[src/rtl/fp_addsub_arbiter.sv]
// Round-robin arbiter sharing one FP32 adder among NUM_REQ requesters.
// Subtraction is done by flipping the sign of b before issue.
// Ports: clock, reset (async, active-high); req/req_sub/req_a/req_b in;
// grant/resp_valid/resp_data/resp_err/busy out; fpu_start/fpu_a/fpu_b to
// the adder, fpu_done/fpu_result back.
// Optional watchdog with late-done flush: FP_ARB_TIMEOUT_EN.
module fp_addsub_arbiter #(
  parameter int NUM_REQ        = 4,
  parameter int TIMEOUT_CYCLES = 64
) (
  input  logic                  clock,
  input  logic                  reset,
  input  logic [NUM_REQ-1:0]    req,
  input  logic [NUM_REQ-1:0]    req_sub,
  input  logic [32*NUM_REQ-1:0] req_a,
  input  logic [32*NUM_REQ-1:0] req_b,
  output logic [NUM_REQ-1:0]    grant,
  output logic [NUM_REQ-1:0]    resp_valid,
  output logic [31:0]           resp_data,
  output logic                  resp_err,
  output logic                  busy,
  output logic                  fpu_start,
  output logic [31:0]           fpu_a,
  output logic [31:0]           fpu_b,
  input  logic                  fpu_done,
  input  logic [31:0]           fpu_result
);

  localparam int PW = (NUM_REQ > 1) ? $clog2(NUM_REQ) : 1;

  typedef enum logic [2:0] {
    S_IDLE,
    S_ISSUE,
    S_WAIT,
    S_RESPOND,
    S_FLUSH
  } state_t;

  state_t             state_q, state_d;
  logic [NUM_REQ-1:0] grant_q, grant_d;
  logic [PW-1:0]      ptr_q, ptr_d;
  logic [PW-1:0]      sel;
  logic               found;
  logic [31:0]        a_q, a_d;
  logic [31:0]        b_q, b_d;
  logic [31:0]        data_q, data_d;
  logic [31:0]        sel_a, sel_b;
  int                 idx;

`ifdef FP_ARB_TIMEOUT_EN
  localparam int CW = $clog2(TIMEOUT_CYCLES + 1);
  localparam logic [CW-1:0] T_LAST = CW'(TIMEOUT_CYCLES - 1);
  localparam logic [31:0] QNAN = 32'h7FC0_0000;
  logic [CW-1:0] cnt_q, cnt_d;
  logic          err_q, err_d;
`else
  logic tmo_unused;
  assign tmo_unused = (TIMEOUT_CYCLES > 0);
`endif

  // First set request searching upward from ptr+1, wrapping.
  always_comb begin
    sel   = ptr_q;
    found = 1'b0;
    idx   = 0;
    for (int k = 1; k <= NUM_REQ; k++) begin
      idx = int'(ptr_q) + k;
      if (idx >= NUM_REQ) idx = idx - NUM_REQ;
      if (!found && req[idx]) begin
        found = 1'b1;
        sel   = PW'(idx);
      end
    end
  end

  always_comb begin
    sel_a = req_a[32*int'(sel) +: 32];
    sel_b = req_b[32*int'(sel) +: 32];
  end

  always_comb begin
    state_d = state_q;
    grant_d = grant_q;
    ptr_d   = ptr_q;
    a_d     = a_q;
    b_d     = b_q;
    data_d  = data_q;
`ifdef FP_ARB_TIMEOUT_EN
    cnt_d   = cnt_q;
    err_d   = err_q;
`endif
    unique case (state_q)
      S_IDLE: begin
        if (|req) begin
          grant_d      = '0;
          grant_d[sel] = 1'b1;
          a_d          = sel_a;
          b_d          = req_sub[sel] ?
                         {~sel_b[31], sel_b[30:0]} : sel_b;
          ptr_d        = sel;
          state_d      = S_ISSUE;
`ifdef FP_ARB_TIMEOUT_EN
          err_d        = 1'b0;
`endif
        end
      end
      S_ISSUE: begin
        state_d = S_WAIT;
`ifdef FP_ARB_TIMEOUT_EN
        cnt_d   = '0;
`endif
      end
      S_WAIT: begin
        if (fpu_done) begin
          data_d  = fpu_result;
          state_d = S_RESPOND;
        end
`ifdef FP_ARB_TIMEOUT_EN
        else if (cnt_q == T_LAST) begin
          data_d  = QNAN;
          err_d   = 1'b1;
          state_d = S_RESPOND;
        end else begin
          cnt_d = cnt_q + 1'b1;
        end
`endif
      end
      S_RESPOND: begin
        grant_d = '0;
        state_d = S_IDLE;
`ifdef FP_ARB_TIMEOUT_EN
        cnt_d   = '0;
        // A timed-out op may still deliver a done; soak it up.
        if (err_q) state_d = S_FLUSH;
`endif
      end
`ifdef FP_ARB_TIMEOUT_EN
      S_FLUSH: begin
        if (fpu_done || cnt_q == T_LAST) begin
          state_d = S_IDLE;
        end else begin
          cnt_d = cnt_q + 1'b1;
        end
      end
`endif
      default: state_d = S_IDLE;
    endcase
  end

  always_ff @(posedge clock or posedge reset) begin
    if (reset) begin
      state_q <= S_IDLE;
      grant_q <= '0;
      ptr_q   <= PW'(NUM_REQ - 1);
      a_q     <= '0;
      b_q     <= '0;
      data_q  <= '0;
    end else begin
      state_q <= state_d;
      grant_q <= grant_d;
      ptr_q   <= ptr_d;
      a_q     <= a_d;
      b_q     <= b_d;
      data_q  <= data_d;
    end
  end

`ifdef FP_ARB_TIMEOUT_EN
  always_ff @(posedge clock or posedge reset) begin
    if (reset) begin
      cnt_q <= '0;
      err_q <= 1'b0;
    end else begin
      cnt_q <= cnt_d;
      err_q <= err_d;
    end
  end

  assign resp_err = err_q & (state_q == S_RESPOND);
`else
  assign resp_err = 1'b0;
`endif

  assign grant      = grant_q;
  assign resp_valid = (state_q == S_RESPOND) ? grant_q : '0;
  assign resp_data  = data_q;
  assign busy       = (state_q != S_IDLE);
  assign fpu_start  = (state_q == S_ISSUE);
  assign fpu_a      = a_q;
  assign fpu_b      = b_q;

endmodule

[config.mk]
export PLATFORM = sky130hd
export DESIGN_NAME = fp_addsub_arbiter
export DESIGN_NICKNAME = d
export VERILOG_FILES = /design/src/rtl/fp_addsub_arbiter.sv
export SDC_FILE = /design/constraint.sdc
export NUM_CORES = 1
export LEC_CHECK = 0
export CAP_MARGIN = 10
export CORE_AREA = 5 5 155 157
export CTS_CLUSTER_SIZE = 12
export DETAILED_ROUTE_END_ITERATION = 8
export DIE_AREA = 0 0 160 162
export PLACE_DENSITY = 0.62
export SLEW_MARGIN = 20
export SYNTH_ARGS = -nofsm -noshare
export SYNTH_HDL_FRONTEND = slang
export SYNTH_SLANG_ARGS = --single-unit
[constraint.sdc]
create_clock -name clock -period 4.1 [get_ports clock]
set_input_delay 0.41 -clock clock [delete_from_list [all_inputs] [get_ports clock]]
set_output_delay 0.41 -clock clock [all_outputs]
set_load 0.02 [all_outputs]
## Word level (Yosys, flattened, before mapping)

Cells that the tools add are included.

- $add $sub $neg: 8
- Magnitude comparators: 10
- Equal/unequal tests: 5
- Shift operators: 2
- Mux-type cells: 34
- Bitwise logic cells: 1
- Reduce and logical (&&, ||, !) cells: 15

Operators by type and width:

| cell | number |
|---|---|
| 128-bit by 8-bit indexed part select with 32-bit output | 2 |
| 32-bit 2-to-1 mux | 5 |
| 32-bit by 4-bit < comparator with 1-bit output, second input constant | 4 |
| 1-bit 2-to-1 mux | 13 |
| 3-bit by 3-bit subtractor with 4-bit output, second input constant | 3 |
| 1-bit binary-select mux with 2-bit select | 5 |
| 3-bit >= comparator, second input constant | 3 |
| 3-bit case mux with 3 select lines | 1 |
| 2-bit 2-to-1 mux | 4 |
| 4-bit 2-to-1 mux | 2 |
| 4-bit case mux with 2 select lines | 1 |
| 2-bit AND reduction | 4 |
| 2-bit by 2-bit adder with 3-bit output, second input constant | 2 |
| 3-bit by 2-bit == test with 1-bit output, second input constant | 2 |
| 3-bit 2-to-1 mux | 2 |
| 4-bit by 3-bit subtractor with 5-bit output, second input constant | 1 |
| 2-bit by 3-bit adder with 4-bit output, second input constant | 1 |
| 4-bit by 3-bit >= comparator with 1-bit output, second input constant | 1 |
| 1-bit logical AND | 4 |
| 2-bit != test, second input constant | 2 |
| 4-bit OR reduction | 1 |
| 2-bit by 1-bit adder with 3-bit output, second input constant | 1 |
| 3-bit by 1-bit == test with 1-bit output, second input constant | 1 |
| 1-bit logical NOT | 3 |
| 7 further kinds | 7 |

- Bits in registers: 105
- Input bits: 299
- Word-level logic and storage cells: 81

## Logic depth before layout (Yosys ltp)

Gate-level depths: netlist of run 1.

- Word-level depth: 22
- Gate-level depth with buffers: 8
- Gate-level depth less buffers: 6

## Worst setup path after synthesis of run 1

No wires, ideal clock.

- Kind: register -> register
- Start point: reg ptr_q[1]
- End point: reg b_q[16], in the netlist fpu_b[16]
- Library setup time: 0.132 ns
- Data arrival time: 2.219 ns
- Required time: 3.968 ns
- Slack: 1.749 ns
- Cell stages (with the launch flop): 9
- Path buffers: 2
- Cell sequence: dfstp_2 buf_4 nand2b_1 a21oi_2 a211oi_4 buf_6 mux2_2 a222oi_1 o21ai_1

- Longest elaborated chain between the ends: 18
- Elaborated cells on any way between the ends: 43
- Classes of those cells: add/sub (8); order compare (4); shift (1); mux (24); reduce/logical (6)

RTL lines:

| what | line | text |
|---|---|---|
| start: declaration | 41 | `logic [PW-1:0] ptr_q, ptr_d;` |
| start signal: assignment | 154 | `ptr_q <= PW'(NUM_REQ - 1);` |
| start signal: assignment | 161 | `ptr_q <= ptr_d;` |
| 2-bit by 1-bit adder with 3-bit output | 67 | `idx = int'(ptr_q) + k;` |
| 3-bit by 3-bit subtractor with 4-bit output / 3-bit >= comparator (equally long branches) | 68 | `if (idx >= NUM_REQ) idx = idx - NUM_REQ;` |
| 32-bit 2-to-1 mux | 68 |  |
| 1-bit binary-select mux with 2-bit select | 69 | `if (!found && req[idx]) begin` |
| 1-bit 2-to-1 mux (implied by the code) (2 in series) | 69 |  |
| 1-bit 2-to-1 mux | 69 |  |
| 1-bit logical NOT | 69 |  |
| 1-bit logical AND | 69 |  |
| 1-bit 2-to-1 mux | 69 |  |
| 1-bit logical NOT | 69 |  |
| 1-bit logical AND | 69 |  |
| 1-bit 2-to-1 mux | 69 |  |
| 1-bit logical NOT | 69 |  |
| 1-bit logical AND | 69 |  |
| 2-bit 2-to-1 mux (*) | 69 |  |
| 128-bit by 8-bit indexed part select with 32-bit output (*) | 78 | `sel_b = req_b[32*int'(sel) +: 32];` |
| 32-bit 2-to-1 mux (*) | 98 | `b_d = req_sub[sel] ?` |
| end signal: assignment | 156 | `b_q <= '0;` |
| end signal: assignment | 163 | `b_q <= b_d;` |
| end: declaration | 45 | `logic [31:0] b_q, b_d;` |

Every way passes the cells marked *; elsewhere a longest branch is shown, timed or not. The select of a mux whose other input is x is not followed.
A chain may end at the register's enable or synchronous reset.

## Final worst setup path of run 1

- Start point: reg ptr_q[1]
- End point: reg a_q[10], in the netlist fpu_a[10]

- Longest elaborated chain between the ends: 17
- Elaborated cells on any way between the ends: 42
- Classes of those cells: add/sub (8); order compare (4); shift (1); mux (23); reduce/logical (6)

RTL lines:

| what | line | text |
|---|---|---|
| 2-bit by 1-bit adder with 3-bit output | 67 |  |
| 3-bit by 3-bit subtractor with 4-bit output / 3-bit >= comparator (equally long branches) | 68 |  |
| 32-bit 2-to-1 mux | 68 |  |
| 1-bit binary-select mux with 2-bit select | 69 |  |
| 1-bit 2-to-1 mux (implied by the code) (2 in series) | 69 |  |
| 1-bit 2-to-1 mux | 69 |  |
| 1-bit logical NOT | 69 |  |
| 1-bit logical AND | 69 |  |
| 1-bit 2-to-1 mux | 69 |  |
| 1-bit logical NOT | 69 |  |
| 1-bit logical AND | 69 |  |
| 1-bit 2-to-1 mux | 69 |  |
| 1-bit logical NOT | 69 |  |
| 1-bit logical AND | 69 |  |
| 2-bit 2-to-1 mux (*) | 69 |  |
| 128-bit by 8-bit indexed part select with 32-bit output (*) | 77 | `sel_a = req_a[32*int'(sel) +: 32];` |
| end signal: assignment | 155 | `a_q <= '0;` |
| end signal: assignment | 162 | `a_q <= a_d;` |
| end: declaration | 44 | `logic [31:0] a_q, a_d;` |

Marks and branches as above.

==> results.txt, run 1 <==
Total inserted antenna cells: 0
Type of the most critical hold path: input port to asynchronous set/reset pin
Synth Cell Area: 5710 um2
Number of cells on the worst reg-to-reg path: 7
Placeable Area: 22400 um2
CTS hold repair buffers: 0
DR vias: 5881
Number of antenna violations at the first check in global routing: 0
Detailed-routing iteration count for the pre-antenna-repair pass: 8
Post-synth EDFFs: 0
Cells after Synth: 527
P&R area growth vs syn: 80.1%
Routed wire per std cell: 21.0 um
Run status: completed
Final Hold Violating Endpoints: 0
Ranking of synthesized cells by instance count: dfrtp_1, mux2_2, nand2_1
Slew at the pin closest to its max-slew limit: 0.903 ns
Largest net degree at the start of global routing: 71
Syn Area/Cell: 10.8 um2
Grt ovf: 0
Worst-Skew Late Latency: 0.35 ns
Initial standard-cell utilization of the core: 25.5%
HPWL after detailed placement: 19100 um
P_leak: 4.03 nW
Instance count after placement with tap cells included: 1175
Routability Congestion: 0.841
Sequential cell area: 2610 um2
Final setup vio count: 0
Die X: 160 um
Most used standard cell by instance count after synthesis: dfrtp_1
Reg2reg start: ptr_q[1]
Post-cts repair resize count: 0
Highest net fanout along the worst path: 40
Netlist cell types: 49
Via density per instance: 4.94
Logic pwr share: 60.7%
Die area: 25900 um2
Peak clock frequency supported by timing: 362 MHz
Number of DRC markers in iteration 0: 469
Setup clock skew after layout: 0.00847 ns
Fin Hold WS: 0.413 ns
Syn nets: 830
Number of primary I/O pins: 406
Switching fraction of total power: 41.8%
Synth top area share: 44.7%
Maximum Capacitance Violations: 0
Ranking of synthesized cells by area: dfrtp_1, mux2_2, a222oi_1
Number of synthesized register bits: 104
Setup slack after layout: 1.34 ns
Vias in the first global route: 6099
Maximum level of the CTS H-tree: 3
Post-synthesis sequential area ratio: 45.6%
Number of I/O port buffers: 404
Source of the critical timing path: ptr_q[1]
Place WS: 0.979 ns
Switching power: 2.94 mW
Critical path class: flop to flop
Number of buffers between clock root and the deepest sink: 2
Worst reg2reg endpoint: fpu_a[10]
Biggest area consumer among synthesized cells: dfrtp_1
Required time of the worst setup path: 4.31 ns
Maximum ir drop on the vdd rail: 0.272 mV
Warnings, synthesis: 0
Final number of max-transition violations: 0
Placement Rows: 55
Nets: 1204
Power Internal: 4.09 mW
Root Buffer Master: clkbuf_16
Kind of end point of the critical path: flop
Shortest period the worst path allows: 2.76 ns
Number of DRC violations after detailed routing: 0
Layout filler cell count: 2089
Nature of the critical path startpoint: flop
First-pass GRT wire length: 37100 um
Post-CTS Setup Inserts: 0
Fraction of final layout cells sized beyond drive strength 1: 12.6%
Number of nets with antenna violations after detailed routing: 0
Sequential share of power: 26.2%
Clock tree from TritonCTS: yes
Capture point of the critical path: fpu_a[10]
CTS clk-pin slew, worst paths: 0.08 ns
Worst setup slack for register-to-register paths: 1.34 ns
Worst rel slew slack: 39.6%
Arrival time at the worst endpoint: 2.97 ns
Final worst-path cycle share: 67.4%
Final-layout setup total negative slack: 0 ns
Total power per unit cell area: 685 nW/um2
Multi-input gate area in the final layout: 2820 um2
Part of the power in the clock network: 13.1%
Most frequently used flop master after synthesis: dfrtp_1
Unrepaired setup endpoints after global routing: no
Number of buffers created by CTS: 9
Die height: 162 um
Gr usage total: 18.2%
Num Clock Sinks: 104
Post-synthesis async set-or-reset flop share: 100%
WL final: 25000 um
Number of cells in the finished layout apart from fillers: 1191
-- per-stage QoR --
step	area, um2	total power, mW	utilization (%)
6_report	10300	7.03	46.0
5_1_grt	10300	7.51	46.0
4_1_cts	10300	7.14	46.0
3_5_place_dp	9970	6.18	44.6
3_3_place_gp	9970	6.15	44.6
2_1_floorplan	5710	4.36	-
-- cell type report --
class                           instances  area share (%)
Sequential cell                       104            25.3
Tap cell                              285            3.47
Inverter                                7           0.280
Clock inverter                          6           0.755
Clock buffer                           10            2.23
Timing Repair Buffer                  413            40.5
Multi-Input combinational cell        366            27.4
-- how the worst min path moves through the flow --
stage          depth (start not counted)        from  slack, ns         end
3_3_place_gp                           2    fpu_a[7]       0.47    fpu_a[7]
4_1_cts                                2       reset       0.43   fpu_a[16]
3_5_place_dp                           2    fpu_a[2]       0.47    fpu_a[2]
5_1_grt                                2       reset       0.45   fpu_a[16]
2_1_floorplan                          1  state_q[0]       0.52  state_q[0]
6_report                               2       reset       0.41   fpu_a[16]
-- sequential cells by signal (all words and copies together), names as in the netlist --
register and count:
grant 4, ptr_q 2, resp_data 32, fpu_b 32, fpu_a 32, state_q 2
-- critical path, stage by stage (launching register included) --
cell and delay (ns):
dfstp_2 0.72, nand2b_1 0.21, a21oi_2 0.09, a211oi_4 0.23, buf_4 0.51, mux2_2 0.41
a222oi_1 0.28, o21ai_0 0.12
-- power by group through the flow --
stage          registers, mW  clock network (mW)  logic (mW)
2_1_floorplan           2.38                   0        1.98
3_3_place_gp            1.85                   0        4.30
3_5_place_dp            1.86                   0        4.32
4_1_cts                 1.85               0.958        4.33
5_1_grt                 1.92               0.996        4.60
6_report                1.84               0.923        4.27
-- cell families after synthesis --
family                   after synthesis  share of synthesized area [%]
adder cells (fa/ha/maj)                4                          0.877
other                                  1                         0.0657
buffers and inverters                 57                           5.33
XOR/XNOR                               1                          0.153
AO/OA/AOI/OAI                        159                           20.8
multiplexers                          95                           18.7
AND/OR/NAND/NOR                      106                           8.35
flip-flops                           104                           45.6
-- layer usage --
metal / up-vias / share of wire, % / GRT usage, %
li1: 2778 / - / -
met1: 2829 / 40 / 22.0
met2: 243 / 51 / 31.6
met3: 31 / 7.5 / 5.61
met4: 0 / 1.7 / 4.77
met5: - / 0 / 0
-- layout by cell type (no fill, tap or decap), types with 3 or more instances in the layout --
master / synthesis / routed
a222oi_1: 63 / 63
dfrtp_1: 102 / 102
nand3_1: 3 / 3
o21ai_1: 63 / 62
nor3_1: 3 / 3
buf_12: 0 / 4
mux2_1: 18 / 18
clkdlybuf4s50_1: 0 / 404
nand2_1: 73 / 73
nor2_1: 7 / 7
mux2_2: 77 / 77
o21ai_0: 10 / 10
inv_1: 7 / 6
clkbuf_16: 0 / 9
and2_1: 4 / 4
a22o_1: 4 / 4
buf_4: 7 / 5
ha_1: 4 / 4
Power figures use the tool's default switching activity.
==> inputs of run 2 (changes only) <==
- clock period: 4.1 -> 2.9 ns (I/O delays scaled with it)
==> results.txt, run 2 (same netlist as run 1, synthesis figures left out) <==
Switching power: 4.19 mW
Maximum Capacitance Violations: 0
CTS hold repair buffers: 0
Placement Rows: 55
Number of antenna violations at the first check in global routing: 0
Final Hold Violating Endpoints: 0
Sequential share of power: 25.9%
Type of the most critical hold path: input port to asynchronous set/reset pin
CTS clk-pin slew, worst paths: 0.08 ns
Final number of max-transition violations: 0
Unrepaired setup endpoints after global routing: no
Die X: 160 um
Part of the power in the clock network: 12.3%
Number of nets with antenna violations after detailed routing: 0
Detailed-routing iteration count for the pre-antenna-repair pass: 9
Total power per unit cell area: 964 nW/um2
Critical path class: flop to flop
Switching fraction of total power: 41.8%
Most frequent cells in the layout: clkdlybuf4s50_1, dfrtp_1, mux2_2
Peak clock frequency supported by timing: 408 MHz
Gr usage total: 18.1%
Master of the slowest instance on the critical path: dfstp_2
Fin Hold WS: 0.236 ns
Source of the critical timing path: ptr_q[1]
Run status: completed
Total inserted antenna cells: 0
Final-layout setup total negative slack: 0 ns
P&R area growth vs syn: 82.2%
Number of DRC violations after detailed routing: 0
Die height: 162 um
Largest net degree at the start of global routing: 87
Kind of end point of the critical path: flop
Arrival time at the worst endpoint: 2.67 ns
Number of primary I/O pins: 406
Grt ovf: 0
Via density per instance: 4.94
Initial standard-cell utilization of the core: 25.5%
Maximum ir drop on the vdd rail: 0.325 mV
Logic pwr share: 61.8%
P_leak: 4.11 nW
Reg2reg start: ptr_q[1]
Final standard cell utilization of the core: 46.5%
Num Clock Sinks: 104
Number of DRC markers in iteration 0: 471
WP buf/inv: 2
Cell family with most CP delay: compound AO/OA/AOI/OAI gates
Vias in the first global route: 6082
Number of buffers created by CTS: 9
Final worst-path cycle share: 84.4%
Most common cell after layout, fill and taps aside: clkdlybuf4s50_1
Number of I/O port buffers: 404
Setup clock skew after layout: 0.00765 ns
Highest net fanout along the worst path: 14
Final setup vio count: 0
Nets: 1219
Routability Congestion: 0.842
DR vias: 5962
Die area: 25900 um2
Sequential cell area: 2610 um2
Number of buffers between clock root and the deepest sink: 2
Highest routed layer: met4
WL final: 24900 um
Wl on met1: 9700 um
Power Internal: 5.84 mW
Post-cts repair resize count: 0
Worst-Skew Late Latency: 0.35 ns
Detailed route wirelength on metal3: 1820 um
Worst rel slew slack: 64.0%
Layout filler cell count: 2082
Total Power: 10.0 mW
Nature of the critical path startpoint: flop
Required time of the worst setup path: 3.12 ns
Multi-input gate area in the final layout: 2820 um2
Routed wire per std cell: 20.6 um
Highest cell delay on the worst timing path: 0.61 ns
Shortest period the worst path allows: 2.45 ns
Chain of cells forming the critical path: nand2b_1 > a21oi_2 > a211oi_4 > buf_4 > buf_12 > mux2_2 > a222oi_1 > o21ai_1
Maximum level of the CTS H-tree: 3
Placeable Area: 22400 um2
Clock tree from TritonCTS: yes
First-pass GRT wire length: 36800 um
Post-CTS Setup Inserts: 0
Slew at the pin closest to its max-slew limit: 0.535 ns
Met2 WL: 13000 um
Fraction of final layout cells sized beyond drive strength 1: 14.1%
HPWL after detailed placement: 19200 um
Root Buffer Master: clkbuf_16
[run 2: changes by cell type in the layout (fill, tap and decap cells not counted)]
cell        before  now
buf_4            5   18
clkinvlp_4       1    2
buf_12           4    6
clkinv_2         0    1
inv_4            1    0
clkbuf_8         0    1
inv_8            2    1
clkbuf_1         1    0
clkinv_4         2    1
inv_6            0    2
bufinv_16        1    0
[run 2: final timing paths]
| kind | cells past startpoint | endpoint | slack (ns) |
|---|---|---|---|
| setup / recovery | 8 | fpu_b[16] | 0.45 |
| hold / removal | 2 | fpu_a[25] | 0.24 |
| setup reg to reg | 8 | fpu_b[16] | 0.45 |
| hold reg to reg | 2 | fpu_a[7] | 0.48 |
| max in group asynchronous | 3 | fpu_a[2] | 1.90 |
| min in group clock | 2 | fpu_a[7] | 0.48 |
[run 2: layout make-up]
class                      instances  share of cell area [%]
clock buffer                      10                    2.30
clock inverter                     6                   0.481
inverter                           7                   0.289
multi-input combinational        366                    27.1
sequential                       104                    25.1
tap                              285                    3.43
timing repair buffer             428                    41.3
[run 2: stage by stage]
step                      instance area (um2)  setup slack [ns]  std cells
after floorplan                          5710             0.549        527
after global placement                  10100             0.191       1190
after detailed placement                10100             0.126       1190
after CTS                               10400             0.411       1206
after global routing                    10400             0.264       1206
final                                   10400             0.452       1206
[run 2: per-layer routing]
| metal | up-vias | track usage (%) |
|---|---|---|
| met1 | 2876 | 21.7 |
| li1 | 2802 | - |
| met2 | 259 | 32.4 |
| met4 | 0 | 4.50 |
| met3 | 25 | 5.02 |
| met5 | - | 0 |
[run 2: worst reg2reg max path: stages, from the launching register on]
cell and delay (ns):
dfstp_2 0.61, nand2b_1 0.20, a21oi_2 0.09, a211oi_4 0.28, buf_4 0.20, buf_12 0.16, mux2_2 0.36, a222oi_1 0.35
o21ai_1 0.09
[run 2: power groups by stage]
stage               Combinational (mW)  Sequential (mW)  Clock (mW)
floorplan                         2.79             3.36           0
global placement                  6.24             2.60           0
detailed placement                6.28             2.61           0
CTS                               6.30             2.60        1.28
global route                      6.66             2.69        1.34
finish                            6.20             2.59        1.24
==> inputs of run 3 (changes only) <==
- CORE_AREA: 5 5 155 157 -> 5 5 157 159
- DIE_AREA: 0 0 160 162 -> 0 0 162 164
- PLACE_DENSITY: 0.62 -> 0.63
- clock period: 2.9 -> 2.2 ns (I/O delays scaled with it)
==> results.txt, run 3 (same netlist as run 1, synthesis figures left out) <==
Total Power: 14.5 mW
Final Hold Violating Endpoints: 0
Source of the critical timing path: ptr_q[1]
Number of buffers created by CTS: 9
Number of DRC markers in iteration 0: 499
Nature of the critical path startpoint: flop
Initial standard-cell utilization of the core: 24.7%
First-pass GRT wire length: 38300 um
Most common cell after layout, fill and taps aside: clkdlybuf4s50_1
Final-layout setup total negative slack: -1.46 ns
Type of the most critical hold path: input port to asynchronous set/reset pin
Placeable Area: 23100 um2
Number of nets with antenna violations after detailed routing: 0
Switching power: 5.95 mW
Shortest period the worst path allows: 2.29 ns
Layout filler cell count: 2166
Highest net fanout along the worst path: 6
Arrival time at the worst endpoint: 2.53 ns
Number of buffers between clock root and the deepest sink: 2
Die X: 162 um
Total power per unit cell area: 1310 nW/um2
Fraction of final layout cells sized beyond drive strength 1: 19.8%
Clock tree from TritonCTS: yes
Unrepaired setup endpoints after global routing: yes
CTS clk-pin slew, worst paths: 0.09 ns
Required time of the worst setup path: 2.44 ns
Critical path class: flop to flop
Place WS: -0.333 ns
Failing checks: negative setup slack
Num Clock Sinks: 104
Vias in the first global route: 6598
Reg2reg start: ptr_q[1]
Power Internal: 8.60 mW
Part of the power in the clock network: 11.7%
Die height: 164 um
Maximum level of the CTS H-tree: 3
Grt ovf: 0
Number of antenna violations at the first check in global routing: 1
Nets: 1262
Setup clock skew after layout: 0.0127 ns
Setup slack after layout: -0.0884 ns
Largest net degree at the start of global routing: 58
Number of primary I/O pins: 406
Final worst-path cycle share: 104%
WL final: 26200 um
Sequential share of power: 23.1%
DR vias: 6195
Kind of end point of the critical path: flop
Routed wire per std cell: 20.9 um
Die area: 26600 um2
Run status: finished, violations left
Maximum Capacitance Violations: 0
Sequential cell area: 2610 um2
Final setup vio count: 44
Final standard cell utilization of the core: 48.1%
Switching fraction of total power: 40.9%
Number of DRC violations after detailed routing: 0
Logic pwr share: 65.1%
Multi-input gate area in the final layout: 2980 um2
Gr usage total: 18.6%
Maximum ir drop on the vdd rail: 0.458 mV
Most frequent cells in the layout: clkdlybuf4s50_1, dfrtp_1, nand2_1
Placement Rows: 56
Worst-Skew Late Latency: 0.36 ns
Final number of max-transition violations: 0
Number of I/O port buffers: 404
Routability Congestion: 0.834
Detailed-routing iteration count for the pre-antenna-repair pass: 8
Root Buffer Master: clkbuf_16
Peak clock frequency supported by timing: 437 MHz
P&R area growth vs syn: 94.9%
HPWL after detailed placement: 20000 um
Area post-placement: 10500 um2
Cell area after layout: 11100 um2
Via density per instance: 4.94
P_leak: 4.54 nW
CTS hold repair buffers: 0
[run 3: critical path, stage by stage (launching register included)]
cell	delay, ns
dfstp_2	0.57
nand2b_4	0.15
a21oi_4	0.06
a211oi_4	0.26
buf_6	0.22
buf_4	0.17
mux2_2	0.35
a222oi_1	0.31
o21ai_1	0.09
[run 3: per-layer routing]
layer  global-route usage (%)  wire length, um
met1                     21.2             9920
met5                        0                0
met2                     33.4            13500
met3                     5.77             2300
met4                     5.73              493
[run 3: worst paths after layout]
kind                       slack [ns]       endpoint  depth (start not counted)
hold reg to reg                  0.49      fpu_a[30]                          2
max in group asynchronous        1.47       fpu_a[5]                          3
setup reg to reg                -0.09      fpu_b[21]                          8
min in group clock               0.46  resp_data[22]                          2
hold / removal                   0.14  resp_data[12]                          2
setup / recovery                -0.09      fpu_b[21]                          8
[run 3: final cells by class]
| class | instances | share of cell area (%) |
|---|---|---|
| clock buffers | 9 | 2.02 |
| clock inverters | 7 | 0.776 |
| well taps | 290 | 3.26 |
| multi-input cells | 366 | 26.8 |
| inverters | 7 | 0.270 |
| flip-flops and latches | 104 | 23.4 |
| diodes | 1 | 0.0225 |
| repair buffers | 471 | 43.4 |
[run 3: power by group through the flow]
stage	clock [mW]	sequential, mW	combinational, mW
detailed placement	0	3.42	8.99
global placement	0	3.38	8.93
finish	1.70	3.37	9.48
CTS	1.78	3.38	9.26
global route	1.84	3.51	10.2
floorplan	0	4.44	3.75
[run 3: per-stage QoR]
step           instances  hold slack (ns)
6_report            1255            0.137
5_1_grt             1255            0.133
4_1_cts             1247            0.125
3_5_place_dp        1226            0.474
3_3_place_gp        1226            0.466
2_1_floorplan        527            0.370
[run 3: repair_timing]
item | 4_1_cts | 5_1_grt
gates cloned | 1 | 1
setup buffers | 4 | 6
pin swaps | 6 | 24
setup endpoints to repair | 64 | 67
resized for setup | 20 | 23
